==> config.mk <==
export PLATFORM = sky130hd
export DESIGN_NAME = gpif_sched_flat
export DESIGN_NICKNAME = d
export VERILOG_FILES = /design/src/rtl/gpif_sched_pkg.sv /design/src/rtl/gpif_sched_if.sv /design/src/rtl/gpif_sched.sv /design/src/flat_wrapper.sv
export SDC_FILE = /design/constraint.sdc
export NUM_CORES = 1
export LEC_CHECK = 0
export ABC_AREA = 1
export CAP_MARGIN = 20
export CORE_ASPECT_RATIO = 0.75
export CORE_MARGIN = 8
export CORE_UTILIZATION = 30
export CTS_CLUSTER_SIZE = 28
export DETAILED_ROUTE_END_ITERATION = 12
export GPL_TIMING_DRIVEN = 0
export HOLD_SLACK_MARGIN = 0.1
export PLACE_DENSITY = 0.49
export SYNTH_ARGS = -nofsm -noshare
export SYNTH_HDL_FRONTEND = slang
export SYNTH_SLANG_ARGS = --single-unit
==> constraint.sdc <==
create_clock -name SYS_CLK -period 2.06 [get_ports SYS_CLK]
set_input_delay 0.412 -clock SYS_CLK [delete_from_list [all_inputs] [get_ports SYS_CLK]]
set_output_delay 0.412 -clock SYS_CLK [all_outputs]
set_load 0.03 [all_outputs]
==> src/rtl/gpif_sched_pkg.sv <==
// Shared types for the slave-FIFO burst scheduler:
// state encoding and SL_AD socket codes.
package gpif_sched_pkg;

    typedef enum logic [2:0] {
        ST_IDLE,
        ST_ADDR,
        ST_RD,
        ST_RDWAIT,
        ST_WR,
        ST_PKTEND,
        ST_TURN
    } state_t;

    localparam logic [1:0] AD_CU2F = 2'b00;
    localparam logic [1:0] AD_DU2F = 2'b01;
    localparam logic [1:0] AD_DF2U = 2'b10;

endpackage

==> src/rtl/gpif_sched_if.sv <==
// Slave-FIFO pins plus local FIFO level/strobe bundle
// shared by the scheduler (master) and its environment (slave).
interface gpif_sched_if #(
    parameter int CNTW = 11
);

    logic            SL_FLAGA;
    logic            SL_FLAGB;
    logic            SL_FLAGC;
    logic [1:0]      SL_AD;
    logic            SL_RD_N;
    logic            SL_OE_N;
    logic            SL_WR_N;
    logic            SL_PKTEND_N;
    logic            SL_DT_OE;
    logic [CNTW-1:0] cu2f_room;
    logic [CNTW-1:0] du2f_room;
    logic [CNTW-1:0] df2u_items;
    logic            cu2f_we;
    logic            du2f_we;
    logic            df2u_re;
    logic            busy;

    modport master (
        input  SL_FLAGA, SL_FLAGB, SL_FLAGC,
        input  cu2f_room, du2f_room, df2u_items,
        output SL_AD, SL_RD_N, SL_OE_N, SL_WR_N,
        output SL_PKTEND_N, SL_DT_OE,
        output cu2f_we, du2f_we, df2u_re, busy
    );

    modport slave (
        output SL_FLAGA, SL_FLAGB, SL_FLAGC,
        output cu2f_room, du2f_room, df2u_items,
        input  SL_AD, SL_RD_N, SL_OE_N, SL_WR_N,
        input  SL_PKTEND_N, SL_DT_OE,
        input  cu2f_we, du2f_we, df2u_re, busy
    );

endinterface

==> src/rtl/gpif_sched.sv <==
// Slave-FIFO burst scheduler: arbitrates command/data sockets,
// sequences read and write bursts, flushes short writes on timeout.
module gpif_sched
    import gpif_sched_pkg::*;
#(
    parameter int BURST    = 16,
    parameter int RD_LAT   = 2,
    parameter int FLAG_LAT = 3,
    parameter int TIMEOUT  = 1024,
    parameter int CNTW     = 11
) (
    input  logic         SYS_CLK,
    input  logic         SYS_RST_N,
    gpif_sched_if.master bus
);

    localparam int CW = CNTW + 2;
    localparam int TW = $clog2(TIMEOUT + 1);

    state_t            st_q, st_d;
    logic [CW-1:0]     cnt_q, cnt_d;
    logic [1:0]        ad_q, ad_d;
    logic [CW-1:0]     len_q, len_d;
    logic              rr_q, rr_d;
    logic [2:0]        flg_q;
    logic [TW-1:0]     to_q, to_d;
    logic [RD_LAT-1:0] rdp_q;

    logic [CW-1:0] burst_c;
    logic [CW-1:0] items_w;
    logic          expired;
    logic          cmd_ok;
    logic          du_ok;
    logic          df_ok;
    logic          rd_act;
    logic          we_tap;

    assign burst_c = CW'(BURST);
    assign items_w = CW'(bus.df2u_items);
    assign expired = (to_q == TW'(TIMEOUT));

    assign cmd_ok = flg_q[0] && (CW'(bus.cu2f_room) >= burst_c);
    assign du_ok  = flg_q[1] && (CW'(bus.du2f_room) >= burst_c);
    assign df_ok  = flg_q[2] &&
                    ((items_w >= burst_c) ||
                     ((items_w != '0) && expired));

    always_comb begin
        st_d  = st_q;
        cnt_d = cnt_q + CW'(1);
        ad_d  = ad_q;
        len_d = len_q;
        rr_d  = rr_q;
        unique case (st_q)
            ST_IDLE: begin
                cnt_d = '0;
                if (cmd_ok) begin
                    ad_d = AD_CU2F;
                    st_d = ST_ADDR;
                end else if (du_ok && (!df_ok || !rr_q)) begin
                    ad_d = AD_DU2F;
                    rr_d = ~rr_q;
                    st_d = ST_ADDR;
                end else if (df_ok) begin
                    ad_d  = AD_DF2U;
                    rr_d  = ~rr_q;
                    len_d = (items_w >= burst_c) ? burst_c : items_w;
                    st_d  = ST_ADDR;
                end
            end
            ST_ADDR: begin
                if (cnt_q == CW'(1)) begin
                    cnt_d = '0;
                    st_d  = (ad_q == AD_DF2U) ? ST_WR : ST_RD;
                end
            end
            ST_RD: begin
                if (cnt_q == CW'(BURST - 1)) begin
                    cnt_d = '0;
                    st_d  = ST_RDWAIT;
                end
            end
            ST_RDWAIT: begin
                if (cnt_q == CW'(RD_LAT - 1)) begin
                    cnt_d = '0;
                    st_d  = ST_TURN;
                end
            end
            // Strobe phase is len cycles, plus one for the trailing
            // WR_N and one for the data hold after it.
            ST_WR: begin
                if (cnt_q == len_q + CW'(1)) begin
                    cnt_d = '0;
                    st_d  = (len_q < burst_c) ? ST_PKTEND : ST_TURN;
                end
            end
            ST_PKTEND: begin
                cnt_d = '0;
                st_d  = ST_TURN;
            end
            ST_TURN: begin
                if (cnt_q == CW'(FLAG_LAT)) begin
                    cnt_d = '0;
                    st_d  = ST_IDLE;
                end
            end
            default: begin
                cnt_d = '0;
                st_d  = ST_IDLE;
            end
        endcase
    end

    always_comb begin
        to_d = to_q;
        if (bus.df2u_items == '0) begin
            to_d = '0;
        end else if ((st_q == ST_ADDR) && (st_d == ST_WR)) begin
            to_d = '0;
        end else if ((st_q != ST_WR) && !expired) begin
            to_d = to_q + TW'(1);
        end
    end

    assign rd_act = (st_q == ST_RD);

    always_ff @(posedge SYS_CLK or negedge SYS_RST_N) begin
        if (!SYS_RST_N) begin
            st_q  <= ST_IDLE;
            cnt_q <= '0;
            ad_q  <= AD_CU2F;
            len_q <= '0;
            rr_q  <= 1'b0;
            flg_q <= '0;
            to_q  <= '0;
            rdp_q <= '0;
        end else begin
            st_q  <= st_d;
            cnt_q <= cnt_d;
            ad_q  <= ad_d;
            len_q <= len_d;
            rr_q  <= rr_d;
            flg_q <= {bus.SL_FLAGC, bus.SL_FLAGB, bus.SL_FLAGA};
            to_q  <= to_d;
            rdp_q <= (rdp_q << 1) | RD_LAT'(rd_act);
        end
    end

    // Read data lands RD_LAT cycles after each RD_N low.
    assign we_tap = rdp_q[RD_LAT-1];

    assign bus.SL_AD = (st_q == ST_IDLE)
                     ? ((st_d == ST_ADDR) ? ad_d : AD_CU2F)
                     : ad_q;

    assign bus.SL_RD_N = !rd_act;
    assign bus.SL_OE_N = !(((st_q == ST_ADDR) && (cnt_q == CW'(1)) &&
                            (ad_q != AD_DF2U)) ||
                           (st_q == ST_RD) || (st_q == ST_RDWAIT));
    assign bus.SL_WR_N = !((st_q == ST_WR) && (cnt_q != '0) &&
                           (cnt_q <= len_q));
    assign bus.SL_PKTEND_N = (st_q != ST_PKTEND);
    assign bus.SL_DT_OE    = (st_q == ST_WR);

    assign bus.cu2f_we = we_tap && (ad_q == AD_CU2F);
    assign bus.du2f_we = we_tap && (ad_q == AD_DU2F);
    assign bus.df2u_re = (st_q == ST_WR) && (cnt_q < len_q);
    assign bus.busy    = (st_q != ST_IDLE);

endmodule

==> src/flat_wrapper.sv <==
// flat-port wrapper written by rule: the top's interface ports become plain ports
module gpif_sched_flat import gpif_sched_pkg::*;
#(
    parameter int BURST    = 16,
    parameter int RD_LAT   = 2,
    parameter int FLAG_LAT = 3,
    parameter int TIMEOUT  = 1024,
    parameter int CNTW     = 11
)
  (SYS_CLK, SYS_RST_N, bus_SL_FLAGA, bus_SL_FLAGB, bus_SL_FLAGC, bus_cu2f_room, bus_du2f_room, bus_df2u_items, bus_SL_AD, bus_SL_RD_N, bus_SL_OE_N, bus_SL_WR_N, bus_SL_PKTEND_N, bus_SL_DT_OE, bus_cu2f_we, bus_du2f_we, bus_df2u_re, bus_busy);
  gpif_sched_if #(.CNTW(CNTW)) bus_i ();
  input  logic SYS_CLK;
  input  logic SYS_RST_N;
  input wire logic [$bits(bus_i.SL_FLAGA)-1:0] bus_SL_FLAGA;
  input wire logic [$bits(bus_i.SL_FLAGB)-1:0] bus_SL_FLAGB;
  input wire logic [$bits(bus_i.SL_FLAGC)-1:0] bus_SL_FLAGC;
  input wire logic [$bits(bus_i.cu2f_room)-1:0] bus_cu2f_room;
  input wire logic [$bits(bus_i.du2f_room)-1:0] bus_du2f_room;
  input wire logic [$bits(bus_i.df2u_items)-1:0] bus_df2u_items;
  output wire logic [$bits(bus_i.SL_AD)-1:0] bus_SL_AD;
  output wire logic [$bits(bus_i.SL_RD_N)-1:0] bus_SL_RD_N;
  output wire logic [$bits(bus_i.SL_OE_N)-1:0] bus_SL_OE_N;
  output wire logic [$bits(bus_i.SL_WR_N)-1:0] bus_SL_WR_N;
  output wire logic [$bits(bus_i.SL_PKTEND_N)-1:0] bus_SL_PKTEND_N;
  output wire logic [$bits(bus_i.SL_DT_OE)-1:0] bus_SL_DT_OE;
  output wire logic [$bits(bus_i.cu2f_we)-1:0] bus_cu2f_we;
  output wire logic [$bits(bus_i.du2f_we)-1:0] bus_du2f_we;
  output wire logic [$bits(bus_i.df2u_re)-1:0] bus_df2u_re;
  output wire logic [$bits(bus_i.busy)-1:0] bus_busy;
  assign bus_i.SL_FLAGA = bus_SL_FLAGA;
  assign bus_i.SL_FLAGB = bus_SL_FLAGB;
  assign bus_i.SL_FLAGC = bus_SL_FLAGC;
  assign bus_i.cu2f_room = bus_cu2f_room;
  assign bus_i.du2f_room = bus_du2f_room;
  assign bus_i.df2u_items = bus_df2u_items;
  assign bus_SL_AD = bus_i.SL_AD;
  assign bus_SL_RD_N = bus_i.SL_RD_N;
  assign bus_SL_OE_N = bus_i.SL_OE_N;
  assign bus_SL_WR_N = bus_i.SL_WR_N;
  assign bus_SL_PKTEND_N = bus_i.SL_PKTEND_N;
  assign bus_SL_DT_OE = bus_i.SL_DT_OE;
  assign bus_cu2f_we = bus_i.cu2f_we;
  assign bus_du2f_we = bus_i.du2f_we;
  assign bus_df2u_re = bus_i.df2u_re;
  assign bus_busy = bus_i.busy;
  gpif_sched #(.BURST(BURST), .RD_LAT(RD_LAT), .FLAG_LAT(FLAG_LAT), .TIMEOUT(TIMEOUT), .CNTW(CNTW)) u_core (.SYS_CLK(SYS_CLK), .SYS_RST_N(SYS_RST_N), .bus(bus_i));
endmodule
# Word-level counts from Yosys, hierarchy flattened
# Index checks and enable logic that the tools add are counted.
# totals
register_bits	48
output_inout_bits	11
elab_cells	102
# classes
n_mux	28
bitwise	4
eq_ne	18
n_lt_le_gt_ge	6
addsub	3
reduce_logical	35
# op_table
operator	count
$mux 13	4
$pmux 13 s4	1
$mux 11	4
$ge 11x5->1 const B	3
$mux 3	9
$add 13x1->13 const B	2
$reduce_bool 13->1	2
$pmux 3 s7	1
$logic_and 1x1->1	14
$mux 2	7
$eq 13x1->1 const B	1
$eq 13x13->1	1
$eq 13x2->1 const B	1
$eq 13x4->1 const B	1
$le 13x13->1	1
$lt 13x13->1	1
$lt 13x5->1 const B	1
$eq 3x3->1 const B	4
$add 11x1->11 const B	1
$eq 11x11->1 const B	1
$logic_not 11->1	1
$eq 3x1->1 const B	2
$eq 3x2->1 const B	2
$logic_not 1->1	6
15 further kinds	23

# Logic depth before layout (Yosys ltp)
# Gate-level depths: netlist (run 1).
# depth
ltp_word	14
ltp_mapped	15
mapped_depth_nobuf	15

# Least setup slack after synthesis (run 1)
# OpenSTA, ideal clock, no wires.
# synth_timing
path_kind	reg2out
from	reg u_core.cnt_q[0]
to	out bus_SL_AD[0]
required_time_ps	1648
slack_ps	-233
n_path_buf	0
t_arrival_ps	1881
stages_incl_launch_ff	16
cell_sequence	dfrtp_1 > inv_1 > ha_1 > nor2_1 > nand2_1 > nor2_1 > nand3_1 > nor2_1 > nand2_1 > nor2_4 > nand3_2 > nand2_2 > nand3_2 > nand2_2 > nand2_2 > o21bai_2
# synth_between
elab_chain_len	6
# synth_rtl
item	line	rtl
from (decl)	gpif_sched.sv:21	logic [CW-1:0] cnt_q, cnt_d;
from (signal assigned)	gpif_sched.sv:139	cnt_q <= cnt_d;
$eq 13x2->1, or another cell as far along	gpif_sched.sv:102	if (cnt_q == CW'(FLAG_LAT)) begin
$mux 3 (on tied branches)	-	
$pmux 3 s7 (*)	gpif_sched.sv:54	unique case (st_q)
via u_core.st_d[0]	gpif_sched.sv:20	state_t st_q, st_d;
$eq 3x1->1 (*)	gpif_sched.sv:153	? ((st_d == ST_ADDR) ? ad_d : AD_CU2F)
$mux 2 (*) (2 in a row)	gpif_sched.sv:153	
to (decl)	flat_wrapper.sv:20	output wire logic [$bits(bus_i.SL_AD)-1:0] bus_SL_AD;
# Mark *: on every way through the listed nets, which the timed path passes. The rest lies on a longest branch.

# Worst setup path after layout (run 1)
# layout_timing
from	reg u_core.len_q[0]
to	out bus_SL_AD[0]
# layout_between
elab_chain_len	7
# layout_rtl
item	line	rtl
from (decl)	gpif_sched.sv:23	logic [CW-1:0] len_q, len_d;
from (signal assigned)	gpif_sched.sv:141	len_q <= len_d;
$add 13x1->13 / $lt 13x5->1 (equally long branches)	gpif_sched.sv:92, gpif_sched.sv:94	
$eq 13x13->1 / $mux 2 (equally long branches)	gpif_sched.sv:92, gpif_sched.sv:94	
$mux 3 (*)	gpif_sched.sv:92	if (cnt_q == len_q + CW'(1)) begin
$pmux 3 s7 (*)	gpif_sched.sv:54	
via u_core.st_d[0]	gpif_sched.sv:20	
$eq 3x1->1 (*)	gpif_sched.sv:153	
$mux 2 (*) (2 in a row)	gpif_sched.sv:153	
# Marked as above.

==> flow_metrics.py, run 1 <==
metrics = {
    "run_status": {
        "status": "complete, but fails checks",
        "violations": "setup timing",
    },
    "floorplan": {
        "io_pins": 49,
        "initial_core_util": 0.310,
        "fp.dieH_microns": 108,
        "die_area_sq_um": 15100,
        "coreArea_sq_um": 11000,
        "rows": 33,
        "die_w_microns": 139,
    },
    "timing": {
        "timing.final.crit_share": 1.32,
        "worstMarginPinSlew_ps": 583,
        "worst_slack_ps": -665,
        "slew_headroom": 0.611,
        "max_freq_ghz": 0.367,
        "timing.final.crit_period_ps": 2720,
        "slew_violations": 0,
        "setup_viol": 6,
        "finalClockSkew_ps": 5.73,
        "finalHoldViolCount": 0,
        "rsz0062_at_grt": "yes",
    },
    "final_layout": {
        "areaGrowthSynthToFinish_pct": 42.2,
        "nets": 611,
        "antenna-diode-count": 0,
        "drive_gt1_frac": 0.329,
        "fin_util": 0.441,
        "final_cells": 697,
    },
    "yosys": {
        "seq_area_frac_synth": 0.336,
        "netlist_area_sq_um": 3420,
        "syn_avg_cell_area_sq_um": 7.42,
        "ys_types": 39,
        "ys_warn_count": 0,
        "synth_nets": 516,
        "synth_seq_cells": 46,
        "synthCells": 461,
    },
    "worst_setup_path": {
        "max_stage_delay_ps": 460,
        "end_kind": "primary output",
        "crit_arrival_ps": 2310,
        "cp_top_family": "simple AND/OR/NAND/NOR gates",
        "required_ps": 1650,
        "crit_path_start_kind": "register",
        "cpMostUsedCell": "nand2_2",
        "slowest_stage": "dfrtp_2",
        "crit_path_max_fanout": 3,
        "crit_type": "reg -> out",
        "crit_chain": "ha_4, nor2_4, nand2_2, nor2_4, nand3_2, nor2_2, nand2_2, nor2_4, nand3_4, nand2_2, nand3_2, nand2_2, nand2_2, o21bai_4, buf_6",
        "critPathBufInv": 1,
    },
    "detailed_routing": {
        "drt_wl_total_microns": 10300,
        "num_vias": 3383,
        "drtPass1Iterations": 4,
        "wire_per_inst_microns": 14.8,
        "drc": 0,
        "vias_per_cell": 4.85,
        "first_iter_violations": 207,
        "ant_nets": 0,
    },
    "clocking": {
        "ctsHoldBuffers": 0,
        "clkTransAtPathRegs_ps": 70,
        "htreeDepth": 2,
        "cts_root_buf": "clkbuf_16",
        "cts_buffer_depth": 2,
        "cts_tree": "built",
        "cts_buffers": 5,
        "cts_sinks": 46,
        "clock_latency_ps": 290,
    },
    "place": {
        "gp_congestion": 0.842,
        "dp_cells": 642,
        "io_buffers": 40,
        "dp_hpwl_microns": 7640,
    },
    "power_and_ir_drop": {
        "comb_power_share": 0.540,
        "p_clk_frac": 0.202,
        "switching_share": 0.426,
        "switchingPower_mw": 2.29,
        "p_int_mw": 3.08,
        "p_per_area_nw_per_um2": 1100,
        "seqPwrFrac": 0.258,
        "p_leak_nw": 2.13,
        "peakVddDrop_mv": 0.859,
    },
    "global_route": {
        "antenna_found_initial": 0,
        "grt_pass1_wl_microns": 16400,
        "grt_usage": 0.134,
        "grt_pass1_vias": 3218,
        "grt_max_degree": 25,
        "grt_overflow": 0,
    },
    "job": {
        "drv_cap": 0,
    },
    "hold_path": {
        "hp-class": "in -> async",
    },
}
==> cell usage after synthesis (all sizes together) <==
cell / n / share of area
or3: 3 / 0.0055
nand4: 11 / 0.020
inv: 70 / 0.077
a21boi: 1 / 0.0022
nand2: 112 / 0.13
nor3: 14 / 0.030
a21oi: 13 / 0.019
a41oi: 12 / 0.053
ha: 17 / 0.062
and3: 2 / 0.0037
xnor2: 4 / 0.010
xor2: 4 / 0.010
nor2: 63 / 0.090
o21a: 2 / 0.0044
nor4: 2 / 0.0037
o211ai: 1 / 0.0022
o31ai: 1 / 0.0022
o2111ai: 1 / 0.0026
buf: 4 / 0.0077
or2: 1 / 0.0018
o21bai: 1 / 0.0033
a31oi: 2 / 0.0037
nand3: 36 / 0.057
dfrtp: 46 / 0.34
a22oi: 1 / 0.0022
o21ai: 33 / 0.052
nand3b: 3 / 0.0066
a211oi: 1 / 0.0022
==> power by group through the flow <==
stage / clock network [mW] / registers (mW) / logic [mW]
final: 1.08 / 1.38 / 2.90
after global routing: 1.15 / 1.41 / 3.19
after CTS: 1.12 / 1.37 / 2.47
after detailed placement: 0 / 1.41 / 2.14
after global placement: 0 / 1.40 / 2.13
after floorplan: 0 / 1.33 / 1.55
==> path summary, 6_finish.rpt <==
check	endpoint	cells past startpoint	slack (ps)	startpoint
min in group SYS_CLK	u_core.rdp_q[1]	0	360	u_core.rdp_q[0]
min reg2reg	u_core.rdp_q[1]	0	360	u_core.rdp_q[0]
max reg2reg	u_core.cnt_q[4]	13	20	u_core.len_q[0]
max in group asynchronous	u_core.len_q[4]	2	1380	SYS_RST_N
max	bus_SL_AD[0]	15	-660	u_core.len_q[0]
min	u_core.flg_q[0]	1	110	SYS_RST_N
==> state kept, by name (all words and copies together), names as in the netlist <==
register,cells
u_core.cnt_q,13
u_core.rdp_q,2
u_core.to_q,11
u_core.len_q,11
u_core.flg_q,3
u_core.rr_q,1
u_core.st_q,3
u_core.ad_q,2
==> worst reg2reg max path, cell delays in order, from the launching register on <==
cell	delay (ps)
dfrtp_2	460
ha_4	270
nor2_4	80
nand2_2	60
nor2_4	90
nand3_2	80
nor2_2	100
nand2_2	80
nor2_4	130
nand3_4	90
buf_4	160
nand2_8	80
buf_8	130
a41oi_2	80
==> cell families after synthesis <==
| kind of cell | count (synthesis) | synth area share |
|---|---|---|
| flops | 46 | 0.336 |
| simple gates | 247 | 0.348 |
| xor+xnor | 8 | 0.0205 |
| compound gates | 69 | 0.148 |
| buf+inv | 74 | 0.0845 |
| fa+ha+maj | 17 | 0.0622 |
==> per-stage QoR <==
stage | TNS, ps | hold WS, ps | area, sq um | total power, mW | worst slack (ps)
after CTS | -5190 | 132 | 4490 | 4.96 | -815
after floorplan | -460 | 116 | 3430 | 2.89 | -159
after detailed placement | -9990 | 340 | 4020 | 3.55 | -1220
after global placement | -51540 | 340 | 4010 | 3.53 | -1210
final | -2490 | 112 | 4870 | 5.37 | -665
after global routing | -4330 | 155 | 4870 | 5.75 | -844
==> routing by layer <==
metal,vias to the layer above,global-route usage,share of wire
met5,-,0,0
met4,0,0.0289,0.0080
met3,6,0.0207,0.027
met2,64,0.207,0.45
met1,1592,0.194,0.52
li1,1721,-,-
==> cells in the final DEF, fill, tap and decap left out, drive strengths merged, types with 2 or more instances in the layout <==
| cell type | count |
|---|---|
| a21oi | 13 |
| a31oi | 2 |
| a41oi | 12 |
| and3 | 2 |
| buf | 58 |
| bufinv | 2 |
| clkbuf | 7 |
| clkdlybuf4s50 | 28 |
| dfrtp | 46 |
| dlygate4sd2 | 2 |
| dlymetal6s2s | 3 |
| ha | 17 |
| inv | 70 |
| nand2 | 112 |
| nand3 | 36 |
| nand3b | 3 |
| nand4 | 11 |
| nor2 | 63 |
| nor3 | 14 |
| nor4 | 2 |
| o21a | 2 |
| o21ai | 33 |
| or3 | 3 |
| xnor2 | 4 |
| xor2 | 4 |
==> layout make-up <==
type	count	area, sq um
Tap cell	140	175
Buffer	4	30.0
Clock buffer	6	139
Inverter	70	270
Multi-Input combinational cell	341	2210
Sequential cell	46	1170
Fill cell	1113	6160
Timing Repair Buffer	88	813
Clock inverter	2	60.1
==> what timing repair did <==
item / CTS / global route
pin swaps: 20 / 26
gates cloned: 1 / 0
hold endpoints to repair: 0 / 0
resized for setup: 66 / 59
setup endpoints to repair: 20 / 37
setup buffers: 19 / 27
Note: power is estimated with default switching activity, not from simulation.
==> inputs of run 2 (changes only) <==
ABC_CLOCK_PERIOD_IN_PS = 2060   (was default)
REMOVE_ABC_BUFFERS = 1   (was default)
SLEW_MARGIN = 10   (was default)
==> run 2 against run 1 <==
Against the previous run: the run still ends with setup timing left; setup slack got worse by 39 ps; highest routed layer unchanged; non-clock buffer count fell by 21; global-route usage rose by 0.41 points; combinational power fell by 7%; clock power fell by 22%; largest cell class unchanged; critical path depth rose by 1; maximum frequency fell by 1.4%; sequential share of layout area rose by 1.4 points; sequential cell count did not move; power fell by 8.2%.
==> flow_metrics.py, run 2 (same netlist as run 1, synthesis figures left out) <==
metrics = {
    "hold_path": {
        "hp-class": "reg -> reg",
        "hold_path_end": "u_core.rdp_q[1]",
        "hold_depth": 0,
        "hold_start": "u_core.rdp_q[0]",
    },
    "detailed_routing": {
        "ant_nets": 0,
        "first_iter_violations": 265,
        "drtPass1Iterations": 4,
        "drt_wl_total_microns": 10100,
        "wire_per_inst_microns": 15.0,
        "num_vias": 3298,
        "drc": 0,
        "vias_per_cell": 4.88,
    },
    "power_and_ir_drop": {
        "p_leak_nw": 1.96,
        "peakVddDrop_mv": 0.617,
        "p_clk_frac": 0.171,
        "p_int_mw": 2.69,
        "p_per_area_nw_per_um2": 1070,
        "switchingPower_mw": 2.24,
        "power_mw": 4.93,
        "seqPwrFrac": 0.282,
        "switching_share": 0.454,
        "comb_power_share": 0.548,
    },
    "floorplan": {
        "io_pins": 49,
        "initial_core_util": 0.310,
        "die_area_sq_um": 15100,
        "die_w_microns": 139,
        "fp.dieH_microns": 108,
        "rows": 33,
        "coreArea_sq_um": 11000,
    },
    "run_status": {
        "violations": "setup timing",
        "status": "complete, but fails checks",
    },
    "final_layout": {
        "final_common_cell": "nand2_1",
        "largest_reg_flops": 13,
        "drive_gt1_frac": 0.293,
        "layout.cells.most_common_list": "94 x nand2_1, 52 x inv_1, 40 x nor2_1",
        "areaGrowthSynthToFinish_pct": 34.5,
        "top_regs": "u_core.cnt_q: 13 flops, u_core.len_q: 11 flops, u_core.to_q: 11 flops",
        "nets": 590,
        "antenna-diode-count": 0,
        "regMostFlops": "u_core.cnt_q",
        "final_cells": 676,
    },
    "global_route": {
        "grt_usage": 0.138,
        "grt_pass1_wl_microns": 16900,
        "grt_max_degree": 33,
        "grt_pass1_vias": 3277,
        "antenna_found_initial": 0,
        "grt_overflow": 0,
    },
    "clocking": {
        "cts_sinks": 46,
        "htreeDepth": 2,
        "cts_buffers": 5,
        "clock_latency_ps": 290,
        "cts_root_buf": "clkbuf_16",
        "cts_tree": "built",
        "clkTransAtPathRegs_ps": 70,
        "cts_buffer_depth": 2,
    },
    "place": {
        "io_buffers": 40,
        "gp_congestion": 0.840,
        "dp_hpwl_microns": 7580,
        "dp_cells": 638,
        "dp_slack_ps": -1340,
    },
    "worst_setup_path": {
        "cp_top_family": "simple AND/OR/NAND/NOR gates",
        "cp_num_cells": 16,
        "crit_chain": "inv_2, ha_4, nor2_4, nand2_1, nor2_1, nand3_1, nor2_1, nand2_1, nor2_4, nand3_4, nand2_2, nand3_2, nand2_2, nand2_2, o21bai_4, buf_6",
        "end_kind": "primary output",
        "slowest_stage": "dfrtp_1",
        "critPathBufInv": 2,
        "regToRegStartpoint": "u_core.cnt_q[0]",
        "crit_type": "reg -> out",
        "reg2reg_to": "u_core.cnt_q[0]",
        "required_ps": 1650,
        "max_stage_delay_ps": 400,
        "crit_arrival_ps": 2350,
        "crit_path_start_kind": "register",
        "cpMostUsedCell": "nand2_2",
        "reg2reg_slack_ps": -190,
        "crit_path_max_fanout": 3,
        "ff2ff_path_depth": 13,
    },
    "timing": {
        "finalHoldViolCount": 0,
        "holdWs_ps": 350,
        "worst_slack_ps": -704,
        "setup_viol": 18,
        "timing.final.crit_period_ps": 2760,
        "rsz0062_at_grt": "yes",
        "finalClockSkew_ps": 5.91,
        "slew_violations": 0,
        "timing.final.crit_share": 1.34,
        "max_freq_ghz": 0.362,
        "slew_headroom": 0.581,
        "worstMarginPinSlew_ps": 627,
        "final.setup.tns_ps": -4480,
    },
    "job": {
        "drv_cap": 0,
    },
}
## run 2: changes by cell type in the layout (fill, tap and decap cells not counted), moves of 2 or more
cell and change:
buf_4 -14, buf_6 -3, dlymetal6s2s_1 -3, inv_4 -3
nor2_4 -3, buf_2 -2, buf_8 -2, bufinv_16 -2
clkdlybuf4s15_2 +2, dlygate4sd2_1 +2, nor2_1 +2
## run 2: worst max-delay path by stage
stage                   endpoint              from  slack [ps]
floorplan           bus_SL_AD[0]   u_core.cnt_q[0]        -230
global placement    bus_SL_AD[0]  u_core.cnt_q[11]       -1340
detailed placement  bus_SL_AD[0]  u_core.cnt_q[11]       -1340
CTS                 bus_SL_AD[0]   u_core.len_q[0]        -720
global route        bus_SL_AD[0]   u_core.cnt_q[0]        -870
finish              bus_SL_AD[0]   u_core.cnt_q[0]        -700
## run 2: worst register-to-register path, stage by stage, from the launching register on
cell and delay, ps:
dfrtp_1 400, inv_2 100, ha_4 220, nor2_4 80, nand2_1 50, nor2_1 100
nand3_1 90, nor2_1 110, nand2_1 90, nor2_4 170, nand3_4 110, buf_4 150
nand2_2 270, a41oi_1 170
## run 2: through the flow
step,utilization,cell area (sq um)
after floorplan,-,3400
after CTS,0.397,4370
after global placement,0.360,3970
after global routing,0.417,4600
after detailed placement,0.362,3990
final,0.417,4600
## run 2: final cells by class
cell class | count | area, sq um
clock buffer | 6 | 139
clock inverter | 2 | 12.5
fill | 1111 | 6420
inverter | 70 | 268
multi-input combinational | 341 | 2190
sequential | 46 | 1170
tap | 140 | 175
timing repair buffer | 71 | 644
## run 2: power by group through the flow
stage | clock (mW) | combinational [mW] | sequential [mW]
after CTS | 0.867 | 2.40 | 1.35
after detailed placement | 0 | 2.09 | 1.40
after global placement | 0 | 2.07 | 1.41
after global routing | 0.899 | 3.01 | 1.42
after floorplan | 0 | 1.50 | 1.33
final | 0.842 | 2.70 | 1.39
## run 2: per-layer routing
metal | up-vias | global-route usage | share of wire
met5 | - | 0 | 0
met4 | 0 | 0.0359 | 0.012
met3 | 8 | 0.0229 | 0.050
met2 | 67 | 0.211 | 0.43
met1 | 1550 | 0.198 | 0.51
li1 | 1673 | - | -
## run 2: repair_timing
| item | CTS | global route |
|---|---|---|
| pin swaps | 13 | 20 |
| endpoints found under the hold margin | 14 | 0 |
| hold buffers | 1 | 0 |
| buffers inserted | 18 | 11 |
| gates resized for setup | 75 | 38 |
| endpoints found under the setup margin | 25 | 32 |
==> inputs of run 3 (changes only) <==
ABC_CLOCK_PERIOD_IN_PS = 3100   (was 2060)
PLACE_DENSITY = 0.47   (was 0.49)
clock period = 3.1 ns   (was 2.06 ns; I/O delays follow)
==> run 3 against run 2 <==
Against the previous run: the flow now finishes without violations; sequential cell count is the same; clock power shrank 33%; core utilization shrank 2.9 points; clock skew is essentially flat; register-to-register slack gained 990 ps; die area is the same; largest cell class unchanged.
==> flow_metrics.py, run 3 (same netlist as run 1, synthesis figures left out) <==
metrics = {
    "clocking": {
        "cts_sinks": 46,
        "clkTransAtPathRegs_ps": 70,
        "htreeDepth": 2,
        "clock_latency_ps": 290,
        "cts_root_buf": "clkbuf_16",
        "cts_tree": "built",
        "cts_buffer_depth": 2,
        "cts_buffers": 5,
    },
    "global_route": {
        "antenna_found_initial": 0,
        "grt_max_degree": 33,
        "grt_usage": 0.131,
        "grt_pass1_wl_microns": 15900,
        "grt_overflow": 0,
        "grt-busiest-layer": "met2",
        "grt_pass1_vias": 3062,
        "use_met3": 0.0229,
        "grt_use_met2": 0.198,
        "met1_usage": 0.190,
    },
    "worst_setup_path": {
        "reg2reg_to": "u_core.cnt_q[0]",
        "cpMostUsedCell": "nand2_2",
        "reg2reg_slack_ps": 800,
        "crit_type": "reg -> out",
        "crit_arrival_ps": 2380,
        "crit_chain": "inv_2, ha_4, nor2_2, nand2_1, nor2_1, nand3_1, nor2_1, nand2_1, nor2_4, nand3_2, nand2_2, nand3_2, nand2_2, nand2_2, o21bai_2, buf_6",
        "critPathBufInv": 2,
        "regToRegStartpoint": "u_core.cnt_q[0]",
        "end_kind": "primary output",
        "crit_path_max_fanout": 3,
        "required_ps": 2480,
        "critPathLaunch": "u_core.cnt_q[0]",
        "ff2ff_path_depth": 13,
        "crit_path_start_kind": "register",
        "cp_top_family": "simple AND/OR/NAND/NOR gates",
        "slowest_stage": "dfrtp_2",
        "max_stage_delay_ps": 430,
    },
    "final_layout": {
        "top_regs": "u_core.cnt_q: 13 flops, u_core.len_q: 11 flops, u_core.to_q: 11 flops",
        "antenna-diode-count": 0,
        "largest_reg_flops": 13,
        "fin_util": 0.388,
        "regMostFlops": "u_core.cnt_q",
        "final_common_cell": "nand2_1",
        "layout.cells.most_common_list": "100 x nand2_1, 58 x inv_1, 43 x nor2_1",
        "design_area_sq_um": 4280,
        "nets": 572,
        "areaGrowthSynthToFinish_pct": 25.1,
        "drive_gt1_frac": 0.197,
    },
    "timing": {
        "worstMarginPinSlew_ps": 639,
        "holdWs_ps": 227,
        "rsz0062_at_grt": "yes",
        "max_freq_ghz": 0.333,
        "setup_viol": 0,
        "timing.final.crit_period_ps": 3000,
        "worst_slack_ps": 96.9,
        "slew_violations": 0,
        "finalHoldViolCount": 0,
        "finalClockSkew_ps": 6.28,
        "timing.final.crit_share": 0.969,
        "slew_headroom": 0.573,
    },
    "detailed_routing": {
        "drt_wl_total_microns": 9590,
        "first_iter_violations": 211,
        "drtPass1Iterations": 4,
        "num_vias": 3192,
        "drc": 0,
        "vias_per_cell": 4.85,
        "ant_nets": 0,
        "wire_per_inst_microns": 14.6,
    },
    "power_and_ir_drop": {
        "p_per_area_nw_per_um2": 707,
        "p_leak_nw": 1.84,
        "peakVddDrop_mv": 0.336,
    },
    "place": {
        "dp_slack_ps": -570,
        "io_buffers": 40,
        "gp_congestion": 0.810,
        "placed_cell_area_sq_um": 3990,
        "dp_hpwl_microns": 7530,
    },
    "floorplan": {
        "die_area_sq_um": 15100,
        "fp.dieH_microns": 108,
        "io_pins": 49,
        "initial_core_util": 0.310,
        "die_w_microns": 139,
        "coreArea_sq_um": 11000,
        "rows": 33,
    },
    "job": {
        "drv_cap": 0,
    },
    "run_status": {
        "status": "finished, final reports clean",
    },
    "hold_path": {
        "hp-class": "in -> async",
    },
}
[run 3: routing by layer]
metal,vias up,routed length (microns)
li1,1639,-
met1,1494,5130
met2,55,3910
met3,4,479
met4,0,73
met5,-,0
[run 3: worst max path at each step]
stage,slack [ps],end,depth (start not counted)
after global routing,-80,bus_SL_AD[0],16
after detailed placement,-570,bus_SL_AD[0],11
after CTS,-190,bus_SL_AD[0],11
after floorplan,470,bus_SL_AD[1],9
final,100,bus_SL_AD[0],16
after global placement,-560,bus_SL_AD[0],11
[run 3: area by class of cell]
cell class	instances	area (sq um)
Multi-Input combinational cell	341	2040
Fill cell	1159	6740
Sequential cell	46	1160
Clock inverter	2	12.5
Clock buffer	6	139
Tap cell	140	175
Inverter	70	265
Timing Repair Buffer	53	493
[run 3: timing repair]
item                                   4_1_cts  5_1_grt
hold buffers                                 0        0
gates resized for setup                     18       24
setup endpoints to repair                    5        5
gates cloned                                 0        0
pin swaps                                    2        6
endpoints found under the hold margin        0        0
setup buffers                                2       10
[run 3: report_power, final]
| group | internal, mW | total [mW] | switching [mW] |
|---|---|---|---|
| Sequential | 0.754 | 0.943 | 0.189 |
| Clock | 0.320 | 0.563 | 0.243 |
| Combinational | 0.587 | 1.52 | 0.934 |
[run 3: metrics by stage]
step                setup TNS, ps  std cells  power [mW]
global placement            -4570        637        2.32
finish                          0        658        3.03
floorplan                       0        457        1.88
detailed placement          -1140        638        2.32
global route                 -100        658        3.29
CTS                          -195        648        2.91
